$ cat src/rtl/sysu_xor_share_ctrl.sv
// Round-robin controller sharing one quad 2-input XOR among four requesters.
// Captures the winner's operands, waits LAT cycles, then holds the result until ACK.
module sysu_xor_share_ctrl #(
    parameter int LAT = 2
) (
    input  logic        CLK,
    input  logic        RST,
    input  logic [3:0]  REQ,
    input  logic [15:0] A,
    input  logic [15:0] B,
    input  logic        ACK,
    output logic [3:0]  GNT,
    output logic [3:0]  Y,
    output logic        VALID,
    output logic [1:0]  ID,
    output logic        BUSY
);

    // A latency of 0 behaves as 1; anything above the 3-bit counter range saturates.
    localparam logic [2:0] LAT_EFF = (LAT < 1) ? 3'd1 :
                                     (LAT > 7) ? 3'd7 : 3'(LAT);

    typedef enum logic [1:0] {
        ST_IDLE,
        ST_BUSY,
        ST_DONE
    } state_t;

    state_t      state_q, state_d;
    logic [3:0]  gnt_q, gnt_d;
    logic [3:0]  y_q, y_d;
    logic        valid_q, valid_d;
    logic [1:0]  id_q, id_d;
    logic [2:0]  cnt_q, cnt_d;
    logic [1:0]  pri_q, pri_d;
    logic [3:0]  op_a_q, op_a_d;
    logic [3:0]  op_b_q, op_b_d;

    logic        win_found;
    logic [1:0]  win_idx;
    logic [1:0]  cand;

    // Scan requesters starting at the priority pointer; first set bit wins.
    always_comb begin
        win_found = 1'b0;
        win_idx   = pri_q;
        cand      = pri_q;
        for (int i = 0; i < 4; i++) begin
            cand = pri_q + 2'(i);
            if (!win_found && REQ[cand]) begin
                win_found = 1'b1;
                win_idx   = cand;
            end
        end
    end

    always_ff @(posedge CLK) begin
        if (RST) begin
            state_q <= ST_IDLE;
            gnt_q   <= 4'b0000;
            y_q     <= 4'b0000;
            valid_q <= 1'b0;
            id_q    <= 2'b00;
            cnt_q   <= 3'd0;
            pri_q   <= 2'b00;
            op_a_q  <= 4'b0000;
            op_b_q  <= 4'b0000;
        end else begin
            state_q <= state_d;
            gnt_q   <= gnt_d;
            y_q     <= y_d;
            valid_q <= valid_d;
            id_q    <= id_d;
            cnt_q   <= cnt_d;
            pri_q   <= pri_d;
            op_a_q  <= op_a_d;
            op_b_q  <= op_b_d;
        end
    end

    always_comb begin
        state_d = state_q;
        gnt_d   = 4'b0000;
        y_d     = y_q;
        valid_d = valid_q;
        id_d    = id_q;
        cnt_d   = cnt_q;
        pri_d   = pri_q;
        op_a_d  = op_a_q;
        op_b_d  = op_b_q;

        case (state_q)
            ST_IDLE: begin
                if (win_found) begin
                    op_a_d  = A[{win_idx, 2'b00} +: 4];
                    op_b_d  = B[{win_idx, 2'b00} +: 4];
                    id_d    = win_idx;
                    gnt_d   = 4'b0001 << win_idx;
                    cnt_d   = LAT_EFF;
                    state_d = ST_BUSY;
                end
            end
            ST_BUSY: begin
                if (cnt_q == 3'd1) begin
                    y_d     = op_a_q ^ op_b_q;
                    valid_d = 1'b1;
                    state_d = ST_DONE;
                end else begin
                    cnt_d = cnt_q - 3'd1;
                end
            end
            ST_DONE: begin
                // Y is deliberately left alone on ACK so the last result stays readable.
                if (ACK) begin
                    valid_d = 1'b0;
                    pri_d   = id_q + 2'd1;
                    state_d = ST_IDLE;
                end
            end
            default: begin
                state_d = ST_IDLE;
            end
        endcase
    end

    assign GNT   = gnt_q;
    assign Y     = y_q;
    assign VALID = valid_q;
    assign ID    = id_q;
    assign BUSY  = (state_q != ST_IDLE);

endmodule
$ cat config.mk
export PLATFORM = sky130hd
export DESIGN_NAME = sysu_xor_share_ctrl
export DESIGN_NICKNAME = d
export VERILOG_FILES = /design/src/rtl/sysu_xor_share_ctrl.sv
export SDC_FILE = /design/constraint.sdc
export NUM_CORES = 1
export LEC_CHECK = 0
export ABC_AREA = 1
export ABC_CLOCK_PERIOD_IN_PS = 2350
export CAP_MARGIN = 20
export CORE_MARGIN = 5
export CORE_UTILIZATION = 30
export CTS_CLUSTER_SIZE = 12
export DETAILED_ROUTE_END_ITERATION = 12
export SLEW_MARGIN = 20
export SYNTH_ARGS = -nofsm -noshare
export SYNTH_HDL_FRONTEND = slang
export SYNTH_SLANG_ARGS = --single-unit
$ cat constraint.sdc
create_clock -name CLK -period 2.35 [get_ports CLK]
set_input_delay 0.705 -clock CLK [delete_from_list [all_inputs] [get_ports CLK]]
set_output_delay 0.705 -clock CLK [all_outputs]
set_load 0.01 [all_outputs]
==> results.md <==
- Status: completed
- Total Power: 1.209 mW
- CP required: 2.51 ns
- Synth top area cells: dfxtp_1, nand3_1, nand2_1, nand2_2, inv_1
- Area grow syn2layout: 42.25%
- Die Y: 84.62 µm
- Fin Setup TNS: 0 ns
- Clk buf depth: 2
- Io pins: 51
- Slew at the pin with the worst max-slew slack: 0.3528 ns
- Reg2Reg Setup Slack: 0.40 ns
- Largest net degree at the start of global routing: 19
- WL/cell: 11.50 µm
- Detail Placement HPWL: 3539 µm
- Tcrit/Tclk final: 95.07%
- # fillers: 568
- Root buffer cell: clkbuf_8
- Number of global-route vias before repair: 1661
- Nature of the critical path endpoint: flop
- Unrepaired setup endpoints after global routing: no
- Layout Nets: 348
- I/O Buffers: 50
- PD cells: 508.8 nW/µm²
- CTS buffer count: 3
- Leading area contributor after synthesis: dfxtp_1
- Minimum clock period: 2.234 ns
- Pre-Repair DR Iteration Count: 4
- Core area: 5473 µm²
- Slew Limit Headroom: 76.45%
- Die X: 84.62 µm
- Max Cap Viol: 0
- Register area: 520.5 µm²
- Starting Density: 30.52%
- Rows: 27
- Via density per instance: 4.556
- Number of synthesized flops with an enable pin: 0
- Crit path DAT: 2.40 ns
- Pleak: 1.090 nW
- Slew Limit Fails: 0
- Synthesized Nets: 290
- Vias: 1722
- CTS tree: done
- Die area: 7160 µm²
- Post-synth cell types: 25
- Synthesized cell area: 1670 µm²
- Synth top area share: 31.16%
- Clock skew: 0.002074 ns
- # diodes: 0
- Top cells by count, synth: nand2_1, nand3_1, dfxtp_1, nand2_2, inv_1
- Post-CTS setup buffer count: 0
- Async SR Flop Fraction: 0%
- Multi-input gate area: 1020 µm²
- Post-synthesis sequential area ratio: 31.16%
- Setup violators final: 0
- Worst Hold Class: flop to flop
- Clock latency on the worst-skew pair: 0.26 ns
- Total gr overflow: 0
- Cells after synthesis: 249
- Initial antenna violation count: 0
- DR DRC count: 0
- Finished Core Util: 43.42%
- Initial detailed-routing violation count: 62
- Final Hold Fails: 0
- #FFs+latches synth: 26
- Layout cells sized above 1: 16.01%
- Critical path launch point type: input pin
- Dominant synthesized flop cell: dfxtp_1
- Crit path kind: input pin to flop
- Maximum vdd ir drop: 0.2063 mV
- Count leader, synth: nand2_1
- Post-route ant nets: 0
- Syn Area/Cell: 6.708 µm²
- Yosys warning total: 0
- Clock slew at reported path FFs: 0.08 ns
- First-pass GRT wire length: 7672 µm
- Routed wire length: 4348 µm
- Tot GR Track Use: 12.71%
- Worst-path maximum fanout: 16
- Highest Clock Rate: 0.4476 GHz
- H-Tree Depth: 1
- Final Wtd Congestion: 0.8112
- TritonCTS sink count: 26
==> sequential cells by signal, indices dropped and copies added (netlist names) <==
name	cells
pri_q	2
cnt_q	3
GNT	4
op_b_q	4
ID	2
state_q	2
VALID	1
Y	4
op_a_q	4
==> critical path, stage by stage <==
cell and delay (ns):
clkdlybuf4s50_1 0.53, nand2_2 0.07, nand2_2 0.08, nand2_2 0.07
nand2_4 0.10, nand3_1 0.12, nand2_1 0.15, nand2_4 0.10
buf_12 0.16, nand3_1 0.06, nand3_1 0.10, nand3_1 0.10
nand2_1 0.06
==> worst paths after layout <==
| kind | startpoint | to | depth (start not counted) |
|---|---|---|---|
| setup / recovery | REQ[2] | op_a_q[1] | 13 |
| hold / removal | op_a_q[0] | op_a_q[0] | 2 |
| setup reg to reg | pri_q[1] | op_a_q[1] | 12 |
| hold reg to reg | op_a_q[0] | op_a_q[0] | 2 |
==> per-layer routing <==
| layer | global-route usage [%] | part of all wire (%) | up-vias | wire length, µm |
|---|---|---|---|---|
| li1 | - | - | 922 | - |
| met2 | 20.78 | 47 | 50 | 2044 |
| met5 | 0 | 0 | - | 0 |
| met4 | 1.727 | 0.14 | 0 | 6 |
| met3 | 4.220 | 7.7 | 2 | 336 |
| met1 | 16.69 | 45 | 748 | 1961 |
==> area by class of cell <==
class                   instances  area share (%)
multi-input cells             192           42.92
repair buffers                 61           25.33
flip-flops and latches         26           21.91
well taps                      72           3.791
inverters                      23           3.739
clock buffers                   4           2.317
==> report_power, final <==
group | internal, mW | switching (mW) | total, mW
logic | 0.203 | 0.211 | 0.414
clock network | 0.150 | 0.131 | 0.281
registers | 0.486 | 0.0277 | 0.514
total | 0.839 | 0.370 | 1.21
==> what timing repair did <==
item,CTS,global route
endpoints found under the setup margin,0,12
hold buffers,0,0
resized for setup,0,10
==> cell families after synthesis <==
| logic type | Yosys count | synth area share (%) |
|---|---|---|
| xor+xnor | 5 | 2.622 |
| fa+ha+maj | 2 | 1.498 |
| simple gates | 164 | 48.46 |
| flops | 26 | 31.16 |
| buf+inv | 31 | 9.513 |
| compound gates | 21 | 6.742 |
==> metrics by stage <==
stage	area (µm²)	worst slack (ns)	instances	hold WS [ns]
CTS	2341	0.07118	378	0.4683
global placement	2286	-0.1687	374	0.4563
finish	2376	0.1160	378	0.4645
global route	2376	0.0008256	378	0.4987
detailed placement	2286	-0.2174	374	0.4533
floorplan	1670	0.4709	249	0.4440
==> cells in the final DEF (no fill, tap or decap), types with 2 or more instances in the layout <==
cell type and n:
nor2_1 7, a21oi_1 11, nand2_4 3, dfxtp_1 26, clkbuf_8 4, nand2_2 21, inv_1 18, nand3_1 56
buf_4 9, inv_2 3, nand2_1 71, xnor2_1 4, o21ai_0 6, clkdlybuf4s50_1 49, ha_1 2
Note: power is estimated with default switching activity, not from simulation.
